**config.mk**
```make
export PLATFORM = sky130hd
export DESIGN_NAME = dispatch_ctrl_flat
export DESIGN_NICKNAME = d
export VERILOG_FILES = /design/src/rtl/dispatch_if.sv /design/src/rtl/dispatch_ctrl.sv /design/src/flat_wrapper.sv
export SDC_FILE = /design/constraint.sdc
export NUM_CORES = 1
export LEC_CHECK = 0
export ABC_AREA = 1
export CORE_MARGIN = 2
export CORE_UTILIZATION = 32
export CTS_CLUSTER_DIAMETER = 200
export DETAILED_ROUTE_END_ITERATION = 10
export GPL_ROUTABILITY_DRIVEN = 0
export HOLD_SLACK_MARGIN = 0.05
export PLACE_DENSITY = 0.6
export SYNTH_ARGS = -nofsm -noshare
export SYNTH_HDL_FRONTEND = slang
export SYNTH_SLANG_ARGS = --single-unit
```
**constraint.sdc**
```tcl
create_clock -name clk -period 2.45 [get_ports clk]
set_input_delay 0.245 -clock clk [delete_from_list [all_inputs] [get_ports clk]]
set_output_delay 0.245 -clock clk [all_outputs]
set_load 0.02 [all_outputs]
```
**src/rtl/dispatch_if.sv**
```systemverilog
// Bundle between the dispatch controller, instruction queue, decode stage and back-end
// structures. master = dispatch controller, slave = surrounding pipeline.
interface dispatch_if;
    logic        iq_valid;
    logic [63:0] iq_packet;
    logic        iq_ready;
    logic        dec_valid;
    logic [63:0] dec_packet;
    logic        rob_ready;
    logic        rob_empty;
    logic        rs_ready;
    logic        lsq_ready;
    logic        rob_alloc;
    logic        rs_alloc;
    logic        lsq_alloc;

    modport master (
        input  iq_valid, iq_packet, rob_ready, rob_empty, rs_ready, lsq_ready,
        output iq_ready, dec_valid, dec_packet, rob_alloc, rs_alloc, lsq_alloc
    );

    modport slave (
        output iq_valid, iq_packet, rob_ready, rob_empty, rs_ready, lsq_ready,
        input  iq_ready, dec_valid, dec_packet, rob_alloc, rs_alloc, lsq_alloc
    );
endinterface

```
**src/rtl/dispatch_ctrl.sv**
```systemverilog
// Holds one {pc, inst} packet in front of decode and issues it when the ROB and the
// matching back-end structure can both accept; serializes CSRs behind an empty ROB.
module dispatch_ctrl #(
    parameter int CNT_W = 32
) (
    input  logic             clk,
    input  logic             rst,
    input  logic             flush,
    dispatch_if.master       bus,
    output logic [CNT_W-1:0] dispatch_cnt,
    output logic [CNT_W-1:0] stall_cnt
);

    typedef enum logic [1:0] {
        ST_EMPTY = 2'd0,
        ST_HOLD  = 2'd1,
        ST_FLUSH = 2'd2
    } state_t;

    typedef enum logic [1:0] {
        CLS_ALU = 2'd0,
        CLS_MEM = 2'd1,
        CLS_CSR = 2'd2
    } cls_t;

    state_t      state_reg, state_next;
    logic [63:0] packet_reg;
    cls_t        cls;
    logic        can_go;
    logic        dispatch;
    logic        pop;
    logic        iq_ready_int;
    logic [1:0]  cnt_inc;
    logic [CNT_W-1:0] cnt_val [2];

    always_comb begin
        cls = CLS_ALU;
        unique case (packet_reg[6:0])
            7'b0000011, 7'b0100011: cls = CLS_MEM;
            7'b1110011:             cls = CLS_CSR;
            default:                cls = CLS_ALU;
        endcase
    end

    // CSRs wait for the ROB to drain so their side effects stay in program order.
    always_comb begin
        can_go = 1'b0;
        if (state_reg == ST_HOLD && bus.rob_ready) begin
            unique case (cls)
                CLS_MEM: can_go = bus.lsq_ready;
                CLS_CSR: can_go = bus.rob_empty;
                default: can_go = bus.rs_ready;
            endcase
        end
    end

    assign dispatch     = (state_reg == ST_HOLD) && can_go && !flush;
    assign iq_ready_int = !flush && (state_reg != ST_FLUSH) &&
                          ((state_reg == ST_EMPTY) || dispatch);
    assign pop          = bus.iq_valid && iq_ready_int;

    always_comb begin
        state_next = state_reg;
        if (flush) begin
            state_next = ST_FLUSH;
        end else begin
            unique case (state_reg)
                ST_EMPTY: if (pop) state_next = ST_HOLD;
                ST_HOLD:  if (dispatch && !pop) state_next = ST_EMPTY;
                default:  state_next = ST_EMPTY;
            endcase
        end
    end

    always_ff @(posedge clk) begin
        if (!rst) begin
            state_reg  <= ST_EMPTY;
            packet_reg <= '0;
        end else begin
            state_reg <= state_next;
            if (pop) packet_reg <= bus.iq_packet;
        end
    end

    assign cnt_inc[0] = dispatch;
    assign cnt_inc[1] = (state_reg == ST_HOLD) && !dispatch && !flush;

    generate
        for (genvar gi = 0; gi < 2; gi++) begin : g_cnt
            logic [CNT_W-1:0] cnt_reg;
            always_ff @(posedge clk) begin
                if (!rst)
                    cnt_reg <= '0;
                else if (cnt_inc[gi])
                    cnt_reg <= cnt_reg + {{(CNT_W-1){1'b0}}, 1'b1};
            end
            assign cnt_val[gi] = cnt_reg;
        end
    endgenerate

    assign dispatch_cnt   = cnt_val[0];
    assign stall_cnt      = cnt_val[1];

    assign bus.iq_ready   = iq_ready_int;
    assign bus.dec_valid  = (state_reg == ST_HOLD);
    assign bus.dec_packet = packet_reg;
    assign bus.rob_alloc  = dispatch;
    assign bus.rs_alloc   = dispatch && (cls == CLS_ALU);
    assign bus.lsq_alloc  = dispatch && (cls == CLS_MEM);

endmodule

```
**src/flat_wrapper.sv**
```systemverilog
// flat-port wrapper written by rule: the top's interface ports become plain ports
module dispatch_ctrl_flat 
#(
    parameter int CNT_W = 32
)
  (clk, rst, flush, dispatch_cnt, stall_cnt, bus_iq_valid, bus_iq_packet, bus_rob_ready, bus_rob_empty, bus_rs_ready, bus_lsq_ready, bus_iq_ready, bus_dec_valid, bus_dec_packet, bus_rob_alloc, bus_rs_alloc, bus_lsq_alloc);
  dispatch_if bus_i ();
  input  logic clk;
  input  logic rst;
  input  logic flush;
  output logic [CNT_W-1:0] dispatch_cnt;
  output logic [CNT_W-1:0] stall_cnt;
  input wire logic [$bits(bus_i.iq_valid)-1:0] bus_iq_valid;
  input wire logic [$bits(bus_i.iq_packet)-1:0] bus_iq_packet;
  input wire logic [$bits(bus_i.rob_ready)-1:0] bus_rob_ready;
  input wire logic [$bits(bus_i.rob_empty)-1:0] bus_rob_empty;
  input wire logic [$bits(bus_i.rs_ready)-1:0] bus_rs_ready;
  input wire logic [$bits(bus_i.lsq_ready)-1:0] bus_lsq_ready;
  output wire logic [$bits(bus_i.iq_ready)-1:0] bus_iq_ready;
  output wire logic [$bits(bus_i.dec_valid)-1:0] bus_dec_valid;
  output wire logic [$bits(bus_i.dec_packet)-1:0] bus_dec_packet;
  output wire logic [$bits(bus_i.rob_alloc)-1:0] bus_rob_alloc;
  output wire logic [$bits(bus_i.rs_alloc)-1:0] bus_rs_alloc;
  output wire logic [$bits(bus_i.lsq_alloc)-1:0] bus_lsq_alloc;
  assign bus_i.iq_valid = bus_iq_valid;
  assign bus_i.iq_packet = bus_iq_packet;
  assign bus_i.rob_ready = bus_rob_ready;
  assign bus_i.rob_empty = bus_rob_empty;
  assign bus_i.rs_ready = bus_rs_ready;
  assign bus_i.lsq_ready = bus_lsq_ready;
  assign bus_iq_ready = bus_i.iq_ready;
  assign bus_dec_valid = bus_i.dec_valid;
  assign bus_dec_packet = bus_i.dec_packet;
  assign bus_rob_alloc = bus_i.rob_alloc;
  assign bus_rs_alloc = bus_i.rs_alloc;
  assign bus_lsq_alloc = bus_i.lsq_alloc;
  dispatch_ctrl #(.CNT_W(CNT_W)) u_core (.clk(clk), .rst(rst), .flush(flush), .bus(bus_i), .dispatch_cnt(dispatch_cnt), .stall_cnt(stall_cnt));
endmodule
```
==> flow_results.org, run 1 <==
** Outcome
- The flow ran to the end, but the final reports show violations.
- The final reports fail on negative setup slack.

** Floorplan
- For this configuration, the core starts out at a cell density of 0.3282.
- The total area inside the core boundary comes to 19,530 µm².
- # IOs :: 205
- Chip Width :: 145.5 µm
- Die height :: 145.5 µm
- DIE AREA :: 21,170 µm²
- Std cell rows :: 51

** Worst setup path
- Data arrival time of the worst path :: 2.23 ns
- The most numerous cell type found on the critical path is sky130_fd_sc_hd__nor2_4.
- Largest fanout on the critical path :: 2
- STA puts the critical path data required time at 2.20 ns.
- By startpoint and endpoint, the worst setup path is classified as reg2out.
- WP buf/inv :: 3
- STA classifies the critical path startpoint as a flip-flop.
- Gate family responsible for the most delay along the worst path :: simple AND/OR/NAND/NOR gates
- For this design, the slowest cell found on the critical path is sky130_fd_sc_hd__ha_4.
- Worst stage delay on the critical path :: 0.35 ns
- Kind of end point of the critical path :: primary output
- The signal on the critical path passes through nor2_1 > and3_1 > buf_4 > nand4_1 > ha_4 > nor2_4 > nor2_4 > nand2_2 > nor2_4 > buf_6 > buf_6.

** Placed design
- Cell Count Post-Placement :: 1,467
- The count of buffers added on input and output ports is 204.
- HPWL after detailed placement :: 14,710 µm
- Post-placement worst setup slack :: -0.2001 ns

** Yosys
- Library cell occupying the most area in the post-synthesis netlist :: sky130_fd_sc_hd__dfxtp_1
- Gate count after technology mapping :: 1,009
- During synthesis, Yosys emitted a total of 0 warnings.
- Average cell area after synthesis :: 6.351 µm²
- The synthesized netlist occupies a cell area of 6409 µm².
- Net count of the mapped netlist :: 1,086
- Post-synthesis register bit count :: 130
- Largest cells by area after synthesis :: sky130_fd_sc_hd__dfxtp_1, sky130_fd_sc_hd__nand2_1, sky130_fd_sc_hd__nor2_1
- Of the post-synthesis cell area, the dominant cell type holds 0.4061.
- For this run, the register share of the synthesized area comes to 0.4061.
- Synthesis instantiated 27 different standard cells from the library.

** Final layout
- Antenna diodes :: 0
- The finished layout holds 1,511 standard cells, fillers aside.
- Number of flip-flops in the largest register :: 64
- At the end of the flow the core is filled with cells to 0.5190.
- Area added between synthesis and finish :: 58.12%
- The net count of the finished layout is 1,310.
- In the final layout, the share of cells above drive strength 1 is 0.1429.

** Global route
- Largest net degree at the start of global routing :: 73
- For met1 alone, demand over resource in global routing was 0.2470.
- The via count of the first global-routing pass was 6,644.
- First-pass GRT wire length :: 34,540 µm
- Busiest layer in global routing :: met2
- Met2 global-route usage :: 0.3334
- In the global route stage, met3 resource usage came out at 0.07179.
- Overall routing resource usage :: 0.2013
- The number of antenna violations at the first check in global routing came to 0.
- After global routing the overflow that remains totals 0.

** Clock network
- TritonCTS created 17 clock buffers.
- CTS clk-pin slew, worst paths :: 0.06 ns
- Counting along the longest clock path gives a buffer depth of 2.
- H-tree lvl count :: 4
- At the later pin of the worst-skew pair, clock insertion delay measures 0.43 ns.
- CTS tree :: done
- The tree is rooted in a sky130_fd_sc_hd__clkbuf_16.
- Clock Sinks :: 130

** STA
- For this run, the top clock speed supported by timing is 403.3 MHz.
- Max-Slew Margin vs Limit :: 0.3952
- After layout, the minimum clock period comes to 2.479 ns.
- Worst Max-Slew Pin Slew :: 0.9072 ns
- Final Hold Violating Endpoints :: 0
- Final critical-path share of the clock period :: 1.012
- Setup violations remaining at the end of the flow were counted as 8.
- Final-report max-slew violation count :: 0
- Across all setup checks in the final design, the least slack found is -0.02942 ns.
- Across the routed clock network, the largest skew measured is 0.01168 ns.
- Unrepaired setup endpoints after global routing :: yes

** Detailed routing
- Number of vias in the routed layout :: 7,008
- Number of iterations in the first detailed-routing pass :: 4
- The detail route stage leaves a number of antenna-violating nets equal to 0.
- Number of DRC markers after the initial detailed-route iteration :: 357
- Dividing the detail-routed wire length by the instance count gives 14.19 µm.
- The final layout contains routed wiring with a total length of 21,440 µm.
- In the routed layout, each cell is associated on average with a via count of 4.638.
- For this run, design rule violations remaining after detail routing come to 0.

** Power
- Dividing total power by cell area gives a power density of 554.5 nW/µm².
- P_leak :: 3.664 nW
- VDD sags by at most 467.1 µV.
- Total power consumption of the routed design :: 0.005619 W

** Worst hold path
- Class of the tightest hold or removal check :: in2reg

** Flow run
- Max_cap viols :: 0
synth_stat cells:
cell type / n
sky130_fd_sc_hd__and3_1: 1
sky130_fd_sc_hd__nor3_1: 4
sky130_fd_sc_hd__clkinv_2: 1
sky130_fd_sc_hd__nand4_1: 4
sky130_fd_sc_hd__o21bai_1: 1
sky130_fd_sc_hd__nor2_2: 4
sky130_fd_sc_hd__ha_1: 5
sky130_fd_sc_hd__o21ai_0: 14
sky130_fd_sc_hd__or3_1: 1
sky130_fd_sc_hd__nand2_1: 312
sky130_fd_sc_hd__inv_1: 66
sky130_fd_sc_hd__nor4_1: 1
sky130_fd_sc_hd__inv_2: 1
sky130_fd_sc_hd__xnor2_1: 2
sky130_fd_sc_hd__buf_2: 12
sky130_fd_sc_hd__dfxtp_1: 130
sky130_fd_sc_hd__nor2_1: 248
sky130_fd_sc_hd__nand3_2: 1
sky130_fd_sc_hd__buf_6: 13
sky130_fd_sc_hd__clkbuf_1: 13
sky130_fd_sc_hd__buf_4: 1
sky130_fd_sc_hd__nand3_1: 38
sky130_fd_sc_hd__a31oi_1: 2
sky130_fd_sc_hd__nand3b_1: 1
sky130_fd_sc_hd__o21ai_1: 60
sky130_fd_sc_hd__a21oi_1: 59
sky130_fd_sc_hd__xor2_1: 14
worst register-to-register path: stages (launching register included):
cell and delay, ns:
sky130_fd_sc_hd__dfxtp_1 0.31, sky130_fd_sc_hd__nor2_1 0.10, sky130_fd_sc_hd__and3_1 0.19, sky130_fd_sc_hd__buf_4 0.12, sky130_fd_sc_hd__nand4_1 0.15, sky130_fd_sc_hd__buf_4 0.21, sky130_fd_sc_hd__ha_4 0.17, sky130_fd_sc_hd__nand2_4 0.06
sky130_fd_sc_hd__nand3_4 0.09, sky130_fd_sc_hd__nand3_4 0.13, sky130_fd_sc_hd__nand2_4 0.07, sky130_fd_sc_hd__buf_6 0.12, sky130_fd_sc_hd__nand2_8 0.13, sky130_fd_sc_hd__clkinv_8 0.10, sky130_fd_sc_hd__bufbuf_16 0.29, sky130_fd_sc_hd__nor2_1 0.08
sky130_fd_sc_hd__nor2_1 0.05
area by class of cell:
| cell class | instances | area [µm²] |
|---|---|---|
| multi-input cells | 772 | 3707 |
| inverters | 68 | 275.3 |
| clock inverters | 14 | 167.7 |
| fillers | 1949 | 9393 |
| clock buffers | 18 | 439.2 |
| repair inverters | 1 | 16.27 |
| well taps | 265 | 331.6 |
| repair buffers | 243 | 2592 |
| flip-flops and latches | 130 | 2604 |
through the flow:
step	hold WS (ns)	TNS [ns]	area [µm²]
global route	0.1728	-5.407	10130
detailed placement	0.4486	-5.625	8780
finish	0.1683	-0.1145	10130
floorplan	0.3237	0	6409
CTS	0.1547	-5.812	9779
global placement	0.4371	-2.512	8780
worst paths after layout:
| path | from | to | slack [ns] | depth (start not counted) |
|---|---|---|---|---|
| max | u_core.bus.dec_packet[3] | bus_rob_alloc | -0.03 | 11 |
| min reg2reg | u_core.state_reg[1] | u_core.state_reg[0] | 0.46 | 1 |
| min | rst | u_core.state_reg[1] | 0.17 | 3 |
| max reg2reg | u_core.bus.dec_packet[3] | u_core.bus.dec_packet[21] | -0.01 | 16 |
kinds of logic after synthesis:
kind of cell	Yosys count	synth area share
and+or+nand+nor	615	0.3743
AOI/OAI and AO/OA	136	0.1070
DFF	130	0.4061
buffers and inverters	107	0.08102
xor gates and xnor gates	16	0.02187
adders and majority gates	5	0.009762
layer usage:
metal / vias to the layer above / routed length [µm]
li1: 3614 / -
met1: 3151 / 9382
met2: 216 / 9816
met3: 27 / 1892
met4: 0 / 347
met5: - / 0
power by group:
| group | leakage (nW) | switching (W) | internal (W) | total [W] |
|---|---|---|---|---|
| Combinational | 2.31 | 0.000354 | 0.000386 | 0.000740 |
| Clock | 0.293 | 0.00108 | 0.00156 | 0.00264 |
| Sequential | 1.06 | 0.0000506 | 0.00219 | 0.00224 |
| Total | 3.66 | 0.00148 | 0.00414 | 0.00562 |
layout by cell type (no fill, tap or decap), drive strengths merged, types with 2 or more instances in the layout:
cell	synthesis	routed
clkbuf	13	20
nand2	312	312
buf	26	40
a21oi	59	59
clkinvlp	0	2
ha	5	5
nand3	39	39
dfxtp	130	130
o21ai	74	74
nor3	4	4
bufinv	0	2
nand4	4	4
a31oi	2	2
nor2	252	252
xor2	14	14
xnor2	2	2
clkinv	1	4
clkdlybuf4s50	0	199
inv	67	75
bufbuf	0	2
what timing repair did:
action                     4_1_cts  5_1_grt
resized for setup               59      108
hold buffers                     0        0
cloned                           8        2
setup endpoints to repair      114      131
pin swaps                        5        7
setup buffers                    3        1
(Power assumes the default switching activity.)
==> run 2, diff against run 1 <==
--- a/config.mk
+++ b/config.mk
@@ -7,12 +7,12 @@
 export LEC_CHECK = 0
 export ABC_AREA = 1
 export CORE_MARGIN = 2
-export CORE_UTILIZATION = 32
+export CORE_UTILIZATION = 31
 export CTS_CLUSTER_DIAMETER = 200
 export DETAILED_ROUTE_END_ITERATION = 10
 export GPL_ROUTABILITY_DRIVEN = 0
 export HOLD_SLACK_MARGIN = 0.05
-export PLACE_DENSITY = 0.6
+export PLACE_DENSITY = 0.58
 export SYNTH_ARGS = -nofsm -noshare
 export SYNTH_HDL_FRONTEND = slang
 export SYNTH_SLANG_ARGS = --single-unit
==> flow_results.org, run 2 (synthesis gave the netlist of run 1 again) <==
** Global route
- The total congestion overflow after global routing was 0 (unchanged).
- Via count of the first global-routing pass :: 6,392 (-3.8%)
- Overall routing resource usage :: 0.1904 (-0.01086)
- The first-pass GRT wire length is 33,110 µm (-4.2%).
- Largest net degree at the start of global routing :: 65 (-11%)
- The number of antenna violations at the first check in global routing is 0 (unchanged).

** STA
- The total negative setup slack is -4.461 ns (-4.347 ns).
- The final setup slack of the worst path came to -0.1754 ns (-0.1460 ns).
- Worst Max-Slew Pin Slew :: 0.7096 ns (-0.1976 ns)
- Final-report max-slew violation count :: 0 (unchanged)
- The clock period minus worst slack was 2.625 ns (+0.1460 ns).
- Final worst hold slack :: 0.2621 ns (+0.09384 ns)
- The maximum clock frequency was 380.9 MHz (-5.6%).
- The fraction of the cycle the final worst path needs is 1.072 (+0.05958).
- The setup-violating endpoint count in the final report came to 82 (+74).
- Unrepaired setup endpoints after global routing :: yes
- Clk_skew :: 0.01551 ns (+0.003827 ns)
- The worst slew margin relative to its limit is 0.5255 (+0.1303).
- The final count of hold timing violations is 0 (unchanged).

** Outcome
- The final reports fail on negative setup slack.
- The flow ran to the end, but the final reports show violations.

** Final layout
- Antenna diodes :: 0 (unchanged)
- Post-route standard cell area excluding fillers :: 10,540 µm² (+4.0%)
- Leading cell type in the layout, fill and taps excluded :: sky130_fd_sc_hd__nand2_1
- Share of final-layout standard cells stronger than drive strength 1 :: 0.1699 (+0.02709)
- From synthesis to final layout, the design area changed by 64.53%.
- The number of nets in the layout came to 1,335 (+1.9%).
- The top cell types in the final layout, fill and taps aside, are sky130_fd_sc_hd__nand2_1, sky130_fd_sc_hd__nor2_1, sky130_fd_sc_hd__clkdlybuf4s50_1.
- Final Core Density :: 0.5211 (+0.002119)
- Number of flip-flops in the largest register :: 64 (unchanged)

** Floorplan
- The core footprint came to 20,230 µm² (+3.6%).
- # IOs :: 205 (unchanged)
- Initial Util :: 0.3167 (-0.01149)
- Chip Width :: 147.8 µm (+1.6%)
- The vertical die dimension came to 147.8 µm (+1.6%).
- The floorplan die area was 21,840 µm² (+3.1%).
- Std cell rows :: 52 (+2.0%)

** Worst hold path
- Hold Path Cell Cnt :: 3 (unchanged)
- The worst hold path begins at rst.
- Class of the tightest hold or removal check :: in2reg

** Clock network
- TritonCTS built the clock tree.
- The number of buffers created by CTS was 17 (unchanged).
- The number of clock sinks seen by CTS was 130 (unchanged).
- The clock network latency to the later pin of the worst-skew pair is 0.44 ns (about the same).
- The maximum count of clock buffers along a single path is 2 (unchanged).
- CTS clk-pin slew, worst paths :: 0.06 ns (about the same)
- Root buffer cell :: sky130_fd_sc_hd__clkbuf_16
- H-tree lvl count :: 4 (unchanged)
- Number of buffers inserted by hold repair at cts :: 0 (unchanged)

** Flow run
- Max_cap viols :: 0 (unchanged)

** Worst setup path
- The data arrival time of the critical path came to 2.38 ns (+0.15 ns).
- The highest net fanout along the worst path was 5 (+3).
- Endpoint required time on the critical path :: 2.20 ns (about the same)
- Kind of end point of the critical path :: primary output
- Cells on worst reg2reg path :: 16 (unchanged)
- Startpoint of the lowest-slack register-to-register path :: u_core.bus.dec_packet[3]
- The critical path is of the reg2out type.
- Launch point of the worst path :: u_core.bus.dec_packet[3]
- The worst setup path is launched from a flip-flop.

** Detailed routing
- The violation count after the first detailed-routing iteration was 349 (-2.2%).
- DRC Markers :: 0 (unchanged)
- The number of iterations in the first detailed-routing pass was 8 (+4).
- Number of vias in the routed layout :: 7,196 (+2.7%)
- Post-DRT Antenna Nets :: 0 (unchanged)
- The per-cell routed wire length was 14.86 µm (+4.7%).
- Via density per instance :: 4.670 (+0.68%)
- The sum of routed wire length over all layers is 22,900 µm (+6.8%).

** Placed design
- The area after detailed placement came to 8841 µm² (+0.70%).
- Count of buffers from port buffering :: 204 (unchanged)
- The half-perimeter wire length of the detailed placement result was 14,770 µm (+0.42%).

** Power
- Total power consumption of the routed design :: 0.005477 W (-2.5%)
- The peak supply drop was 476.7 µV (+2.1%).
- Power per cell area :: 519.4 nW/µm² (-6.3%)
- The leakage power total came to 3.854 nW (+5.2%).
## run 2: cell types whose count changed in the layout (fill, tap and decap cells not counted), sizes merged
cell | previous run | this run
bufbuf | 2 | 1
nand2 | 312 | 314
clkinv | 4 | 7
clkinvlp | 2 | 1
bufinv | 2 | 0
clkbuf | 20 | 31
buf | 40 | 53
## run 2: routing by layer
metal  up-vias  wire, µm  track usage
met3        18      2169      0.08704
met1      3260      9948       0.2411
met2       234     10440       0.2942
met4         0       344      0.04952
li1       3684         -            -
met5         -         0            0
## run 2: area by class of cell
type | instances | area [µm²]
repair inverters | 1 | 16.27
clock inverters | 14 | 116.4
well taps | 270 | 337.8
fillers | 1940 | 9691
multi-input cells | 774 | 3772
repair buffers | 266 | 2989
clock buffers | 18 | 439.2
inverters | 68 | 267.8
flip-flops and latches | 130 | 2605
## run 2: final timing paths
check	to	slack (ns)
min reg2reg	u_core.state_reg[0]	0.44
max	bus_lsq_alloc	-0.18
max reg2reg	u_core.bus.dec_packet[55]	-0.10
min	u_core.dispatch_cnt[4]	0.26
## run 2: stage by stage
stage | cells | setup WS [ns]
global placement | 1476 | -0.2599
CTS | 1511 | -0.1708
detailed placement | 1476 | -0.2952
finish | 1541 | -0.1754
floorplan | 1009 | 0.07850
global route | 1541 | -0.2810
## run 2: critical path, stage by stage (launching register included)
cell and delay, ns:
sky130_fd_sc_hd__dfxtp_2 0.32, sky130_fd_sc_hd__nor2_2 0.09, sky130_fd_sc_hd__and3_4 0.20, sky130_fd_sc_hd__buf_6 0.09
sky130_fd_sc_hd__nand4_1 0.18, sky130_fd_sc_hd__ha_4 0.37, sky130_fd_sc_hd__nor2_2 0.04, sky130_fd_sc_hd__nor2_2 0.09
sky130_fd_sc_hd__buf_4 0.13, sky130_fd_sc_hd__nand3_4 0.13, sky130_fd_sc_hd__nor2_4 0.18, sky130_fd_sc_hd__buf_6 0.14
## run 2: report_power, final
part | switching [W] | internal (W) | leakage [nW]
clock network | 0.00110 | 0.00135 | 0.275
registers | 0.0000457 | 0.00219 | 1.06
logic | 0.000381 | 0.000413 | 2.52
## run 2: repair_timing
| item | in CTS | in global routing |
|---|---|---|
| pin swaps | 3 | 42 |
| gates resized for setup | 36 | 159 |
| endpoints found under the setup margin | 112 | 132 |
| cloned | 1 | 21 |
| buffers inserted | 2 | 9 |
==> run 3, diff against run 2 <==
--- a/config.mk
+++ b/config.mk
@@ -10,9 +10,10 @@
 export CORE_UTILIZATION = 31
 export CTS_CLUSTER_DIAMETER = 200
 export DETAILED_ROUTE_END_ITERATION = 10
+export DONT_BUFFER_PORTS = 1
 export GPL_ROUTABILITY_DRIVEN = 0
 export HOLD_SLACK_MARGIN = 0.05
-export PLACE_DENSITY = 0.58
+export PLACE_DENSITY = 0.46
 export SYNTH_ARGS = -nofsm -noshare
 export SYNTH_HDL_FRONTEND = slang
 export SYNTH_SLANG_ARGS = --single-unit
==> flow_results.org, run 3 (synthesis gave the netlist of run 1 again) <==
** Outcome
- Run status :: complete, no violations

** Final layout
- Share of final-layout standard cells stronger than drive strength 1 :: 0.08813 (-0.08182)
- The core occupancy in the finished layout came to 0.4145 (-0.1066).
- Number of nets at the end of the flow :: 1,177 (-12%)
- Commonest cells after routing, fill and taps aside :: sky130_fd_sc_hd__nand2_1, sky130_fd_sc_hd__nor2_1, sky130_fd_sc_hd__dfxtp_1
- The number of antenna diodes is 0 (unchanged).
- Combined area of the multi-input logic cells :: 3388 µm² (-10%)
- The number of fillers in the final layout came to 2,133 (+9.9%).
- The number of flip-flops in the largest register came to 64 (unchanged).
- FF/Latch Area :: 2604 µm² (about the same)
- From synthesis to final layout, the design area changed by 30.87%.
- The library cell used most frequently in the layout, excluding fill and tap cells, is sky130_fd_sc_hd__nand2_1.

** Floorplan
- Core Footprint :: 20,230 µm² (unchanged)
- The vertical die dimension came to 147.8 µm (unchanged).
- Initial Util :: 0.3167 (unchanged)
- The x dimension of the die came to 147.8 µm (unchanged).
- DIE AREA :: 21,840 µm² (unchanged)
- The number of top-level design ports came to 205 (unchanged).
- Std cell rows :: 52 (unchanged)

** Global route
- The via count of the first global-routing pass is 6,087 (-4.8%).
- Number of antenna violations at the first check in global routing :: 0 (unchanged)
- First-pass GRT wire length :: 32,830 µm (-0.83%)
- Gr ovfl total :: 0 (unchanged)
- Overall routing resource usage :: 0.1894 (-0.0009526)
- The largest net degree at the start of global routing was 82 (+26%).

** STA
- F_max :: 414.8 MHz (+8.9%)
- Final critical-path share of the clock period :: 0.9841 (-0.08749)
- The total negative setup slack was 0 ns (+4.461 ns).
- Number of setup violations in the final report :: 0 (-100%)
- The worst-case hold slack is 0.1431 ns (-0.1191 ns).
- The worst slew margin relative to its limit came to 0.6839 (+0.1584).
- Unrepaired setup endpoints after global routing :: yes
- The number of slew-limit violations in the final report is 0 (unchanged).
- The transition at the pin with the smallest max-transition slack is 0.4736 ns (-0.2360 ns).
- The worst-case clock skew is 0.01135 ns (-0.004161 ns).
- The final count of hold timing violations is 0 (unchanged).
- The clock period minus worst slack is 2.411 ns (-0.2144 ns).

** Clock network
- Clock buffers created by TritonCTS :: 17 (unchanged)
- H-tree lvl count :: 4 (unchanged)
- The clock-pin slew reported for the worst setup and hold paths after clock tree synthesis came to 0.06 ns (about the same).
- The number of clock sinks seen by CTS was 130 (unchanged).
- CTS tree :: done
- Clock Latency Late Sink :: 0.42 ns (-0.02 ns)
- Root buffer cell :: sky130_fd_sc_hd__clkbuf_16
- The maximum count of clock buffers along a single path is 2 (unchanged).

** Detailed routing
- DRC Markers :: 0 (unchanged)
- Wire per inst :: 14.79 µm (-0.45%)
- Post-DRT Antenna Nets :: 0 (unchanged)
- The number of iterations in the first detailed-routing pass came to 4 (-4).
- The mean number of vias per cell was 4.630 (-0.86%).
- Routed wire length :: 20,440 µm (-11%)
- Number of vias in the routed layout :: 6,398 (-11%)
- The violation count after the first detailed-routing iteration came to 270 (-23%).

** Power
- The overall power consumption is 0.005482 W (+0.10%).
- The leakage power total was 3.096 nW (-20%).
- The internal power summed over all cells came to 0.004089 W (+3.5%).
- Net switching fraction of the power :: 0.2541 (-0.02468)
- The clock group share of total power was 0.506 (+0.059).
- Power per cell area :: 653.7 nW/µm² (+26%)
- The power share of the combinational group came to 0.070 (-0.075).
- The total net switching power came to 0.001393 W (-8.8%).
- Peak supply drop :: 433.1 µV (-9.1%)
- Sequential share of power :: 0.423 (+0.015)

** Worst setup path
- The critical path data required time came to 2.20 ns (about the same).
- Data arrival time of the worst path :: 2.17 ns (-0.21 ns)
- STA classifies the critical path endpoint as a primary output.
- Type of element launching the critical path :: flip-flop
- The highest net fanout along the worst path was 7 (+2).
- Critical path class :: reg2out

** Placed design
- Count of buffers from port buffering :: 0 (-100%)
- The half-perimeter wire length of the detailed placement result was 14,210 µm (-3.8%).

** Flow run
- The max-cap check violation count is 0 (unchanged).

** Worst hold path
- Class of the tightest hold or removal check :: in2reg
[run 3: changes by cell type in the layout (fill, tap and decap cells not counted), moves of 13 or more]
cell	change
sky130_fd_sc_hd__clkbuf_16	-13
sky130_fd_sc_hd__clkdlybuf4s50_1	-199
sky130_fd_sc_hd__dlygate4sd3_1	+66
sky130_fd_sc_hd__nor2_1	+24
sky130_fd_sc_hd__nor2_2	-26
sky130_fd_sc_hd__o21ai_1	+38
sky130_fd_sc_hd__o21ai_2	-44
[run 3: layout make-up]
class,instances,share of cell area
clock inverters,14,0.02432
flip-flops and latches,130,0.3105
clock buffers,17,0.05072
inverters,68,0.03103
multi-input cells,772,0.4040
repair buffers,111,0.1392
well taps,270,0.04028
[run 3: worst max-delay path, stage by stage, from the launching register on]
cell and delay, ns:
sky130_fd_sc_hd__dfxtp_2 0.32, sky130_fd_sc_hd__nor2_1 0.08, sky130_fd_sc_hd__and3_1 0.16, sky130_fd_sc_hd__nand4_1 0.20, sky130_fd_sc_hd__ha_4 0.36, sky130_fd_sc_hd__nor2_2 0.04, sky130_fd_sc_hd__nor2_4 0.13, sky130_fd_sc_hd__buf_4 0.13
sky130_fd_sc_hd__nand2_4 0.05, sky130_fd_sc_hd__nor2_4 0.12, sky130_fd_sc_hd__buf_12 0.15
[run 3: metal layers]
layer / wire length, µm / GRT usage
met1: 9256 / 0.2416
met2: 9319 / 0.3086
met3: 1611 / 0.05833
met4: 255 / 0.05625
met5: 0 / 0
[run 3: metrics by stage]
step / worst slack, ns / std cells / area, µm²
4_1_cts: -0.03666 / 1378 / 8309
6_report: 0.03897 / 1382 / 8387
2_1_floorplan: 0.07850 / 1009 / 6409
5_1_grt: -0.08691 / 1382 / 8387
3_5_place_dp: -0.03830 / 1273 / 6824
3_3_place_gp: 0.05064 / 1273 / 6824
[run 3: final timing paths]
kind	startpoint	to	slack [ns]	cells after the start
setup / recovery	u_core.bus.dec_packet[2]	bus_rob_alloc	0.04	10
hold / removal	bus_iq_valid	u_core.bus.dec_packet[49]	0.14	3
setup reg to reg	u_core.bus.dec_packet[2]	u_core.dispatch_cnt[8]	0.07	14
hold reg to reg	u_core.state_reg[1]	u_core.state_reg[0]	0.46	1
[run 3: timing repair]
action | in CTS | in global routing
hold buffers | 67 | 0
gates cloned | 2 | 0
gates resized for setup | 15 | 15
endpoints found under the hold margin | 82 | 0
buffers inserted | 5 | 4
pin swaps | 5 | 7
endpoints found under the setup margin | 6 | 122
[run 3: power by group through the flow]
stage,clock [W],sequential (W),combinational (W)
2_1_floorplan,0,0.00236,0.000202
3_3_place_gp,0,0.00237,0.000254
3_5_place_dp,0,0.00237,0.000259
4_1_cts,0.00285,0.00232,0.000375
5_1_grt,0.00294,0.00233,0.000432
6_report,0.00278,0.00232,0.000386
